[config.mk]
export PLATFORM = sky130hd
export DESIGN_NAME = cpu_ctrl_fsm_p
export DESIGN_NICKNAME = d
export VERILOG_FILES = /design/src/rtl/cpu_ctrl_pkg.sv /design/src/rtl/mem_wait_ctr.sv /design/src/rtl/cpu_ctrl_fsm_p.sv
export SDC_FILE = /design/constraint.sdc
export NUM_CORES = 1
export LEC_CHECK = 0
export CAP_MARGIN = 20
export CORE_MARGIN = 4
export CORE_UTILIZATION = 38
export CTS_CLUSTER_SIZE = 25
export DETAILED_ROUTE_END_ITERATION = 10
export GPL_TIMING_DRIVEN = 0
export PLACE_DENSITY = 0.87
export SKIP_LAST_GASP = 1
export SLEW_MARGIN = 20
export SYNTH_ARGS = -nofsm -noshare
export SYNTH_HDL_FRONTEND = slang
export SYNTH_HIERARCHICAL = 1
export SYNTH_SLANG_ARGS = --single-unit
[constraint.sdc]
create_clock -name clk -period 7.3 [get_ports clk]
set_input_delay 2.19 -clock clk [delete_from_list [all_inputs] [get_ports clk]]
set_output_delay 2.19 -clock clk [all_outputs]
set_load 0.03 [all_outputs]
[src/rtl/cpu_ctrl_pkg.sv]
// ---------------------------------------------------------------------------
// cpu_ctrl_pkg
// Shared types and constants for the parametrised CPU control unit.
//   state_t  : control FSM states. The encodings are fixed because they are
//              visible on the CurrentState/NextState debug ports.
//   opcode_t : instruction opcodes held in the top four bits of the IR.
//   RF_S_*   : register-file write mux selects.
//   ALU_*    : ALU operation selects.
// ---------------------------------------------------------------------------
package cpu_ctrl_pkg;

    typedef enum logic [3:0] {
        INIT    = 4'd0,
        FETCH   = 4'd1,
        DECODE  = 4'd2,
        LOAD_RD = 4'd3,
        LOAD_WB = 4'd4,
        STORE   = 4'd5,
        ALU     = 4'd6,
        LOADI   = 4'd7,
        BRANCH  = 4'd8,
        HALT    = 4'd9
    } state_t;

    // Opcode names carry an OP_ prefix so they do not collide with the
    // state names that share the same words (STORE, LOADI, HALT).
    typedef enum logic [3:0] {
        OP_NOOP  = 4'd0,
        OP_STORE = 4'd1,
        OP_LOAD  = 4'd2,
        OP_ADD   = 4'd3,
        OP_SUB   = 4'd4,
        OP_HALT  = 4'd5,
        OP_LOADI = 4'd6,
        OP_JMP   = 4'd7,
        OP_JZ    = 4'd8
    } opcode_t;

    localparam logic [1:0] RF_S_ALU = 2'b00;
    localparam logic [1:0] RF_S_RAM = 2'b01;
    localparam logic [1:0] RF_S_IMM = 2'b10;

    localparam logic [2:0] ALU_PASS = 3'b000;
    localparam logic [2:0] ALU_ADD  = 3'b001;
    localparam logic [2:0] ALU_SUB  = 3'b010;

endpackage

[src/rtl/mem_wait_ctr.sv]
// ---------------------------------------------------------------------------
// mem_wait_ctr
// Loadable 4-bit downcounter used to stretch the fetch and load states over
// the memory read latency. It stops at zero rather than wrapping.
//   clk      in  system clock
//   Reset    in  synchronous, active-high reset (count -> 0)
//   load     in  load count from load_val (takes priority over dec)
//   dec      in  decrement count when non-zero
//   load_val in  [3:0] value to load
//   zero     out count == 0
// ---------------------------------------------------------------------------
module mem_wait_ctr (
    input  logic       clk,
    input  logic       Reset,
    input  logic       load,
    input  logic       dec,
    input  logic [3:0] load_val,
    output logic       zero
);

    logic [3:0] count;

    // Count register: reset clears it, a load restarts the wait, otherwise it
    // walks down towards zero and parks there until the next load.
    always_ff @(posedge clk) begin
        if (Reset) begin
            count <= 4'd0;
        end else if (load) begin
            count <= load_val;
        end else if (dec && (count != 4'd0)) begin
            count <= count - 4'd1;
        end
    end

    assign zero = (count == 4'd0);

endmodule

[src/rtl/cpu_ctrl_fsm_p.sv]
// ---------------------------------------------------------------------------
// cpu_ctrl_fsm_p
// Parametrised control unit for the single-cycle-datapath CPU. Fetches and
// decodes the IR, then sequences PC, IR, data RAM, register file and ALU.
// Supports NOOP, STORE, LOAD, ADD, SUB, HALT, LOADI, JMP and JZ, with a
// configurable memory read latency for fetch and LOAD.
// Parameters:
//   RF_AW   register-file address width (D_AW = 2*RF_AW, IR_W = 4+3*RF_AW)
//   MEM_LAT memory read latency in cycles, legal range 1..15
// Ports:
//   clk, Reset                        clock, synchronous active-high reset
//   IR [IR_W], Rp_zero                instruction word, RF port A == 0
//   PC_Clr, PC_Up, PC_Ld, PC_Addr     program counter control / jump target
//   IR_Ld                             load IR from instruction memory
//   D_Addr, D_wr                      data RAM address / write enable
//   RF_s, RF_Imm                      RF write mux select / LOADI immediate
//   RF_W_addr, RF_Ra_addr, RF_Rb_addr register-file addresses
//   RF_W_en                           RF write enable
//   ALU_s                             ALU operation select
//   Halted                            high while in HALT
//   CurrentState, NextState           debug view of the FSM
// ---------------------------------------------------------------------------
module cpu_ctrl_fsm_p
    import cpu_ctrl_pkg::*;
#(
    parameter int RF_AW   = 4,
    parameter int MEM_LAT = 1,
    localparam int D_AW   = 2 * RF_AW,
    localparam int IR_W   = 4 + 3 * RF_AW
) (
    input  logic              clk,
    input  logic              Reset,
    input  logic [IR_W-1:0]   IR,
    input  logic              Rp_zero,
    output logic              PC_Clr,
    output logic              PC_Up,
    output logic              PC_Ld,
    output logic [D_AW-1:0]   PC_Addr,
    output logic              IR_Ld,
    output logic [D_AW-1:0]   D_Addr,
    output logic              D_wr,
    output logic [1:0]        RF_s,
    output logic [D_AW-1:0]   RF_Imm,
    output logic [RF_AW-1:0]  RF_W_addr,
    output logic [RF_AW-1:0]  RF_Ra_addr,
    output logic [RF_AW-1:0]  RF_Rb_addr,
    output logic              RF_W_en,
    output logic [2:0]        ALU_s,
    output logic              Halted,
    output logic [3:0]        CurrentState,
    output logic [3:0]        NextState
);

    // A latency of N cycles means the wait counter starts at N-1, so a
    // latency of 1 gives single-cycle FETCH and LOAD_RD.
    localparam logic [3:0] WAIT_LOAD = 4'(MEM_LAT - 1);

    state_t state;
    state_t next_state;

    logic [3:0]       op;
    logic [RF_AW-1:0] fld_a;
    logic [RF_AW-1:0] fld_b;
    logic [RF_AW-1:0] fld_d;
    logic [D_AW-1:0]  addr_lo;
    logic [D_AW-1:0]  addr_hi;

    logic wait_load;
    logic wait_dec;
    logic wait_zero;

    assign op      = IR[IR_W-1 -: 4];
    assign fld_a   = IR[3*RF_AW-1 -: RF_AW];
    assign fld_b   = IR[2*RF_AW-1 -: RF_AW];
    assign fld_d   = IR[RF_AW-1:0];
    assign addr_lo = IR[D_AW-1:0];
    assign addr_hi = IR[3*RF_AW-1 -: D_AW];

    // The wait counter is reloaded only when the FSM enters FETCH or LOAD_RD
    // from another state, and it counts down while the FSM sits in them.
    assign wait_load = (next_state != state) &&
                       ((next_state == FETCH) || (next_state == LOAD_RD));
    assign wait_dec  = (state == FETCH) || (state == LOAD_RD);

    mem_wait_ctr u_wait (
        .clk      (clk),
        .Reset    (Reset),
        .load     (wait_load),
        .dec      (wait_dec),
        .load_val (WAIT_LOAD),
        .zero     (wait_zero)
    );

    // State register. Reset wins over every transition, so it also pulls the
    // FSM out of HALT and out of any pending memory wait.
    always_ff @(posedge clk) begin
        if (Reset) begin
            state <= INIT;
        end else begin
            state <= next_state;
        end
    end

    // Next-state and output decode. Every output is a pure function of the
    // current state, the IR and Rp_zero, and defaults to zero so that only
    // the state that owns a signal ever raises it. Unused encodings fall into
    // the default branch and return to INIT with everything quiet.
    always_comb begin
        next_state = INIT;
        PC_Clr     = 1'b0;
        PC_Up      = 1'b0;
        PC_Ld      = 1'b0;
        PC_Addr    = '0;
        IR_Ld      = 1'b0;
        D_Addr     = '0;
        D_wr       = 1'b0;
        RF_s       = RF_S_ALU;
        RF_Imm     = '0;
        RF_W_addr  = '0;
        RF_Ra_addr = '0;
        RF_Rb_addr = '0;
        RF_W_en    = 1'b0;
        ALU_s      = ALU_PASS;
        Halted     = 1'b0;

        case (state)
            INIT: begin
                PC_Clr     = 1'b1;
                next_state = FETCH;
            end
            FETCH: begin
                if (wait_zero) begin
                    IR_Ld      = 1'b1;
                    PC_Up      = 1'b1;
                    next_state = DECODE;
                end else begin
                    next_state = FETCH;
                end
            end
            DECODE: begin
                case (op)
                    OP_STORE:       next_state = STORE;
                    OP_LOAD:        next_state = LOAD_RD;
                    OP_ADD, OP_SUB: next_state = ALU;
                    OP_HALT:        next_state = HALT;
                    OP_LOADI:       next_state = LOADI;
                    OP_JMP, OP_JZ:  next_state = BRANCH;
                    default:        next_state = FETCH;
                endcase
            end
            LOAD_RD: begin
                D_Addr     = addr_hi;
                RF_s       = RF_S_RAM;
                RF_W_addr  = fld_d;
                next_state = wait_zero ? LOAD_WB : LOAD_RD;
            end
            LOAD_WB: begin
                D_Addr     = addr_hi;
                RF_s       = RF_S_RAM;
                RF_W_addr  = fld_d;
                RF_W_en    = 1'b1;
                next_state = FETCH;
            end
            STORE: begin
                D_Addr     = addr_lo;
                RF_Ra_addr = fld_a;
                D_wr       = 1'b1;
                next_state = FETCH;
            end
            ALU: begin
                RF_Ra_addr = fld_a;
                RF_Rb_addr = fld_b;
                RF_W_addr  = fld_d;
                RF_W_en    = 1'b1;
                RF_s       = RF_S_ALU;
                if (op == OP_ADD) begin
                    ALU_s = ALU_ADD;
                end else if (op == OP_SUB) begin
                    ALU_s = ALU_SUB;
                end
                next_state = FETCH;
            end
            LOADI: begin
                RF_Imm     = addr_lo;
                RF_s       = RF_S_IMM;
                RF_W_addr  = fld_a;
                RF_W_en    = 1'b1;
                next_state = FETCH;
            end
            BRANCH: begin
                PC_Addr    = addr_lo;
                RF_Ra_addr = fld_a;
                // JZ looks at Rp_zero in this same cycle, while port A is
                // addressed by field A.
                if ((op == OP_JMP) || ((op == OP_JZ) && Rp_zero)) begin
                    PC_Ld = 1'b1;
                end
                next_state = FETCH;
            end
            HALT: begin
                Halted     = 1'b1;
                next_state = HALT;
            end
            default: begin
                next_state = INIT;
            end
        endcase
    end

    assign CurrentState = state;
    assign NextState    = next_state;

endmodule

Word-level counts from Yosys, hierarchy flattened
Memories as Yosys holds them, arrays and structs flattened.
Index checks and enable logic that the tools add are counted.
W data, S select, Z words.
{"block": "word_totals", "reg_bits": 8, "romBits": 64, "in_bits": 19, "out_inout_bits": 56, "memories": 1}
{"memory": "(no name shown)", "depth": 16, "word_bits": 4, "rd": 1, "rd_ports_with_merged_regs": 0, "write_ports": 0, "line": "cpu_ctrl_fsm_p.sv:141", "source": "case (op)"}
{"block": "classes", "add_sub_neg": 1, "n_eq_ne": 16, "mux": 21, "reduce_logical": 15}
{"operator": "$eq A4 B3 Y1 const B", "count": 6}
{"operator": "$pmux W4 S5", "count": 1}
{"operator": "$eq A4 B2 Y1 const B", "count": 4}
{"operator": "$mux W8", "count": 2}
{"operator": "$pmux W8 S2", "count": 1}
{"operator": "$eq A4 B4 Y1 const B", "count": 3}
{"operator": "$reduce_or A3 Y1", "count": 3}
{"operator": "$eq A4 B1 Y1 const B", "count": 2}
{"operator": "$logic_not A4 Y1", "count": 2}
{"operator": "$mux W1", "count": 8}
{"operator": "$mux W2", "count": 4}
{"operator": "$mux W4", "count": 2}
{"operator": "$pmux W4 S2", "count": 1}
{"operator": "$reduce_or A6 Y1", "count": 1}
{"operator": "$ne A4 B4 Y1", "count": 1}
{"operator": "$pmux W2 S2", "count": 1}
{"operator": "$reduce_bool A4 Y1", "count": 1}
{"operator": "$reduce_or A2 Y1", "count": 2}
{"operator": "$sub A4 B1 Y4 const B", "count": 1}
{"operator": "$logic_and A1 B1 Y1", "count": 3}
{"operator": "$logic_or A1 B1 Y1", "count": 3}
{"operator": "$mux W3", "count": 1}

Longest topological paths before layout
Gate-level depths: netlist (run 1).
{"block": "logic_depth", "word_depth": 7, "depth_mapped": 11, "ltp_nobuf": 11}

By module
The synthesis (run 1) kept the hierarchy.
{"module": "cpu_ctrl_fsm_p", "instances": 1, "cells_per_inst": 109, "area_per_inst_um2": 802.0, "seq_area_each_um2": 80.1}
{"module": "mem_wait_ctr", "instances": 1, "cells_per_inst": 29, "area_per_inst_um2": 262.8, "seq_area_each_um2": 80.1}

Worst setup path before layout (run 1)
No wires, ideal clock.
{"block": "synth_path", "kind": "input port to output port", "startpoint": "in IR[12]", "endpoint": "out NextState[0]", "arrival_ns": 3.341, "required_ns": 5.110, "slack_ns": 1.769, "cell_stages": 6, "cell_sequence": "inv_1 -> ha_1 -> and3b_1 -> nor4_1 -> a221oi_1 -> nor2_1"}
{"block": "synth_via", "elab_chain_cells": 2}
{"element": "from (decl)", "line": "cpu_ctrl_fsm_p.sv:33", "source": "input logic [IR_W-1:0] IR,"}
{"element": "$mem_v2 Z16 W4"}
{"element": "$pmux W4 S5", "line": "cpu_ctrl_fsm_p.sv:126", "source": "case (state)"}
{"element": "to (decl)", "line": "cpu_ctrl_fsm_p.sv:51", "source": "output logic [3:0] NextState"}
Every way passes these cells.

Worst setup path in the final report (run 1)
Ends and elaborated chain as after synthesis.

==> flow_summary.yaml, run 1 <==
cts:
  cts_resized: 0
  postCtsHoldBufs: 0
  numCtsBuffers: 3
  cts_tree: "built"
  clock_latency_ps: 260
  post_cts_buffers: 0
  root_buffer: "clkbuf_4"
  clock-sinks: 8
  htree_levels: 1
  path_clk_slew_ps: 50
  cts_buffer_depth: 2
power_and_ir_drop:
  p_int_w: 0.000210
  p_seq_frac: 0.168
  switching_power_w: 0.000213
  power_density_mw_per_mm2: 226
  p_sw_frac: 0.503
  p_clk_frac: 0.083
  power.share.combinational: 0.749
  leakagePower_nw: 0.751
  ir_drop_mv: 0.262
  power_w: 0.000423
placement:
  port_buffers: 73
  dp_hpwl_mm: 3.01
  dp_cells: 245
  preCtsSetupSlack_ps: 589
  place_congestion: 0.770
setup_path:
  crit_path_end_kind: "output port"
  arrival_ps: 4520
  reg2regPathDepth: 10
  start_kind: "input pin"
  crit_required_ps: 5110
  r2r_start: "u_wait/count[1]$_SDFFE_PP0P_"
  crit_type: "input pin to output port"
  rrSetupSlack_ps: 4610
  r2r_end: "u_wait/count[1]$_SDFFE_PP0P_"
  worstPathMaxFanout: 4
layout:
  drive_above_1_share: 0.0917
  nets: 244
  syn2layout_area_growth_pct: 75.7
  antenna_cells: 0
  stdcell_count: 248
floorplanning:
  core-area_sq_mm: 0.00257
  ios: 75
  die_h_microns: 60.9
  die_area_sq_mm: 0.00371
  start_util: 0.415
  rows: 18
  fp.dieW_microns: 60.9
yosys:
  ys_warn_count: 6
  async_flop_share: 0
  ys_seq_area_frac: 0.150
  synth_top_family_by_area: "simple AND/OR/NAND/NOR gates"
  synth_seq_cells: 8
  synth-compound-area-share: 0.255
  synthSimpleGateAreaFrac: 0.432
  synth.distinct_cells: 48
  ys.flop_type: "dfxtp_1"
  synth-adder-area-share: 0.0588
  synth_edf_count: 0
  synth-xor-area-share: 0.00823
  synthMuxAreaShare: 0.0188
  syn-cell-area_sq_mm: 0.00106
  synthCells: 138
  avgSynthCellArea_sq_um: 7.72
worst_hold_path:
  hold_end: "u_wait/count[2]$_SDFFE_PP0P_"
  min_delay_path_depth: 2
  hp-start: "u_wait/count[2]$_SDFFE_PP0P_"
  holdCritPathClass: "register to register"
timing:
  fmax_mhz: 149
  worst_pin_slew_ps: 531
  finalSetupViolations: 0
  maxSlewHeadroom: 0.644
  min_period_ps: 6710
  skew_ps: 7.00
  rsz0062_at_grt: "false"
  tns_ps: 0
  hold_viol: 0
  drv_slew: 0
  min_period_over_period: 0.920
  layout_setup_ws_ps: 587
routing:
  num_vias: 1314
  drt_iter0_drc: 59
  drc: 0
  dr.pass1.iters: 4
  drtAntennaViolNets: 0
  post_drt_wl_per_cell_microns: 14.5
  wl_mm: 3.59
  viasPerCell: 5.30
grt:
  antenna_found_initial: 0
  globalRouteTotalUtil: 0.186
  grt_max_degree: 11
  grt_pass1_wl_mm: 5.34
  first_global_vias: 1129
  overflow: 0
status:
  outcome: "complete, no violations"
job:
  cap_violations: 0
-- power by group through the flow --
stage / clock network [W] / logic, W / registers (W)
global placement: 0 / 0.000309 / 0.0000710
floorplan: 0 / 0.000210 / 0.0000770
global route: 0.0000383 / 0.000343 / 0.0000735
finish: 0.0000351 / 0.000317 / 0.0000713
CTS: 0.0000354 / 0.000317 / 0.0000715
detailed placement: 0 / 0.000316 / 0.0000724
-- placed cells by master, fill, tap and decap left out, types with 2 or more instances in the layout --
| cell type | Yosys | layout |
|---|---|---|
| buf_2 | 5 | 5 |
| mux2i_1 | 2 | 2 |
| nand2_1 | 6 | 6 |
| o21ai_1 | 2 | 2 |
| a311oi_1 | 2 | 2 |
| a21o_1 | 2 | 2 |
| nand2b_1 | 3 | 3 |
| buf_4 | 2 | 2 |
| ha_1 | 5 | 5 |
| a22o_1 | 12 | 12 |
| conb_1 | 1 | 5 |
| nor2b_1 | 8 | 8 |
| nor4_1 | 3 | 3 |
| nor3_1 | 3 | 3 |
| and2_1 | 20 | 20 |
| inv_1 | 10 | 10 |
| nor2_1 | 13 | 13 |
| nand3b_1 | 2 | 2 |
| dfxtp_1 | 8 | 8 |
| clkdlybuf4s50_1 | 0 | 73 |
| clkbuf_4 | 0 | 3 |
-- flip-flops by register name, summed over array words and instances (netlist names) --
signal        cells
CurrentState      4
u_wait/count      4
-- cell type report --
type	instances	area, sq um
inverters	10	37.5
flip-flops and latches	8	160
clock buffers	3	22.5
repair buffers	73	731
well taps	30	37.5
multi-input cells	117	842
plain buffers	7	40.0
fillers	202	697
-- layer usage --
layer | GRT usage | routed length, microns | up-vias
met5 | 0 | 0 | -
met4 | 0.0279 | 0 | 0
met3 | 0.0298 | 341 | 0
met2 | 0.347 | 1790 | 59
met1 | 0.227 | 1460 | 601
li1 | - | - | 654
-- through the flow --
stage | cell area, sq um | hold WS, ps | util
final | 1870 | 538 | 0.729
after global routing | 1870 | 575 | 0.729
after CTS | 1870 | 539 | 0.729
after detailed placement | 1850 | 530 | 0.720
after global placement | 1850 | 505 | 0.720
after floorplan | 1080 | 484 | -
-- cell usage after synthesis, types with 2 or more instances --
library cell  count  area [sq um]
a21o_1            2          15.0
a22o_1           12           105
a311oi_1          2          17.5
and2_1           20           125
buf_2             5          25.0
buf_4             2          15.0
dfxtp_1           8           160
ha_1              5          62.6
inv_1            10          37.5
mux2i_1           2          20.0
nand2_1           6          22.5
nand2b_1          3          18.8
nand3b_1          2          15.0
nor2_1           13          48.8
nor2b_1           8          50.1
nor3_1            3          15.0
nor4_1            3          18.8
o21ai_1           2          10.0
-- critical path: stages --
cell and delay (ps):
clkdlybuf4s50_1 530, inv_1 70, ha_1 290, nor2b_1 100, o21ai_1 90, a221oi_1 520
nor2_1 100, clkdlybuf4s50_1 620
-- worst max-delay path by stage --
stage                      start      endpoint  slack (ps)
after floorplan           IR[12]  NextState[0]        1770
after global placement    IR[12]  NextState[0]         620
after detailed placement  IR[12]  NextState[0]         590
after CTS                 IR[12]  NextState[0]         580
after global routing      IR[12]  NextState[0]         420
final                     IR[12]  NextState[0]         590
-- cell families after synthesis --
logic type      after synthesis
compound gates               30
xor+xnor                      1
fa+ha+maj                     5
buf+inv                      17
flops                         8
mux                           2
other cells                   1
simple gates                 74
(Power assumes the default switching activity.)
==> run 2, diff against run 1 <==
Settings changed: CORE_MARGIN 4 to 3, CTS_CLUSTER_SIZE 25 to 20.
==> run 2 against run 1 <==
  * Cell count stayed put
  * Critical path depth did not move
  * Die area is 6.5% lower
==> flow_summary.yaml, run 2 (synthesis gave the netlist of run 1 again) <==
setup_path:
  crit_top_cell: "clkdlybuf4s50_1"
  crit_required_ps: 5110
  crit_buf_inv: 3
  start_kind: "input pin"
  path_delay_family: "buffers and inverters"
  crit_type: "input pin to output port"
  crit_path_end_kind: "output port"
  critPathSlowestCell: "clkdlybuf4s50_1"
  worstPathMaxFanout: 4
  crit_path_max_incr_delay_ps: 620
  crit_chain: "clkdlybuf4s50_1 -> inv_1 -> ha_1 -> nor2b_1 -> o21ai_1 -> a221oi_1 -> nor2_1 -> clkdlybuf4s50_1"
  arrival_ps: 4540
timing:
  skew_ps: 5.88
  finalSetupViolations: 0
  min_period_ps: 6730
  rsz0062_at_grt: "false"
  maxSlewHeadroom: 0.612
  tns_ps: 0
  worst_pin_slew_ps: 579
  min_period_over_period: 0.921
  drv_slew: 0
  fmax_mhz: 149
  hold_viol: 0
layout:
  nets: 244
  syn2layout_area_growth_pct: 75.7
  stdcell_area_sq_mm: 0.00187
  drive_above_1_share: 0.0917
  antenna_cells: 0
  mostFrequentLayoutCell: "clkdlybuf4s50_1"
  final_cell_mix: "clkdlybuf4s50_1, and2_1, nor2_1, a22o_1, inv_1"
  fin_util: 0.729
routing:
  post_drt_wl_per_cell_microns: 14.8
  dr.pass1.iters: 4
  viasPerCell: 5.40
  drc: 0
  wl_mm: 3.67
  drtAntennaViolNets: 0
  num_vias: 1340
  drt_iter0_drc: 38
status:
  outcome: "complete, no violations"
grt:
  overflow: 0
  grt_pass1_wl_mm: 5.81
  grtUsageMet3: 0.0351
  globalRouteTotalUtil: 0.212
  grt_max_degree: 11
  antenna_found_initial: 0
  busiest_layer: "met2"
  grtUsageMet2: 0.407
  grt_use_met1: 0.242
  first_global_vias: 1217
floorplanning:
  rows: 18
  ios: 75
  start_util: 0.415
  die_h_microns: 58.9
  core-area_sq_mm: 0.00257
  die_area_sq_mm: 0.00347
  fp.dieW_microns: 58.9
power_and_ir_drop:
  ir_drop_mv: 0.264
  switching_power_w: 0.000214
  p_sw_frac: 0.504
  leakagePower_nw: 0.751
  p_clk_frac: 0.083
  p_int_w: 0.000210
  power.share.combinational: 0.748
  power_density_mw_per_mm2: 227
  p_seq_frac: 0.168
cts:
  cts_tree: "built"
  htree_levels: 1
  root_buffer: "clkbuf_4"
  clock-sinks: 8
  clock_latency_ps: 260
  cts_resized: 0
  postCtsHoldBufs: 0
  post_cts_buffers: 0
  path_clk_slew_ps: 60
  numCtsBuffers: 3
  cts_buffer_depth: 2
worst_hold_path:
  holdCritPathClass: "register to register"
placement:
  port_buffers: 73
  place_area_sq_mm: 0.00185
  dp_hpwl_mm: 3.05
  place_congestion: 0.811
job:
  cap_violations: 0
[run 2: final cells by class]
cell class	instances	area, sq um
Clock buffer	3	22.5
Buffer	7	40.0
Tap cell	30	37.5
Multi-Input combinational cell	117	842
Inverter	10	37.5
Sequential cell	8	160
Timing Repair Buffer	73	731
Fill cell	226	697
[run 2: layer usage]
layer,vias up,routed length [microns]
li1,649,-
met1,623,1440
met2,63,1880
met3,5,321
met4,0,29
met5,-,0
[run 2: tightest hold or removal path, stage by stage, from the launching register on]
cell,delay [ps]
dfxtp_1,340
nand2_1,70
a311oi_1,80
[run 2: path summary, 6_finish.rpt]
check / from / end / slack (ps) / cells past startpoint
setup / recovery: IR[12] / NextState[0] / 570 / 8
hold reg to reg: u_wait/count[2]$_SDFFE_PP0P_ / u_wait/count[2]$_SDFFE_PP0P_ / 540 / 2
hold / removal: u_wait/count[2]$_SDFFE_PP0P_ / u_wait/count[2]$_SDFFE_PP0P_ / 540 / 2
setup reg to reg: u_wait/count[0]$_SDFFE_PP0P_ / u_wait/count[0]$_SDFFE_PP0P_ / 4570 / 10
[run 2: through the flow]
step | worst slack [ps] | hold WS (ps) | total power [W] | instances
3_5_place_dp | 610 | 529 | 0.000390 | 245
4_1_cts | 561 | 537 | 0.000425 | 248
2_1_floorplan | 1770 | 484 | 0.000287 | 142
5_1_grt | 406 | 570 | 0.000458 | 248
6_report | 574 | 544 | 0.000425 | 248
3_3_place_gp | 636 | 505 | 0.000379 | 245
[run 2: power groups by stage]
| stage | registers (W) | logic, W | clock network, W |
|---|---|---|---|
| detailed placement | 0.0000721 | 0.000318 | 0 |
| global placement | 0.0000709 | 0.000308 | 0 |
| CTS | 0.0000712 | 0.000318 | 0.0000354 |
| finish | 0.0000715 | 0.000318 | 0.0000354 |
| global route | 0.0000730 | 0.000346 | 0.0000390 |
| floorplan | 0.0000770 | 0.000210 | 0 |
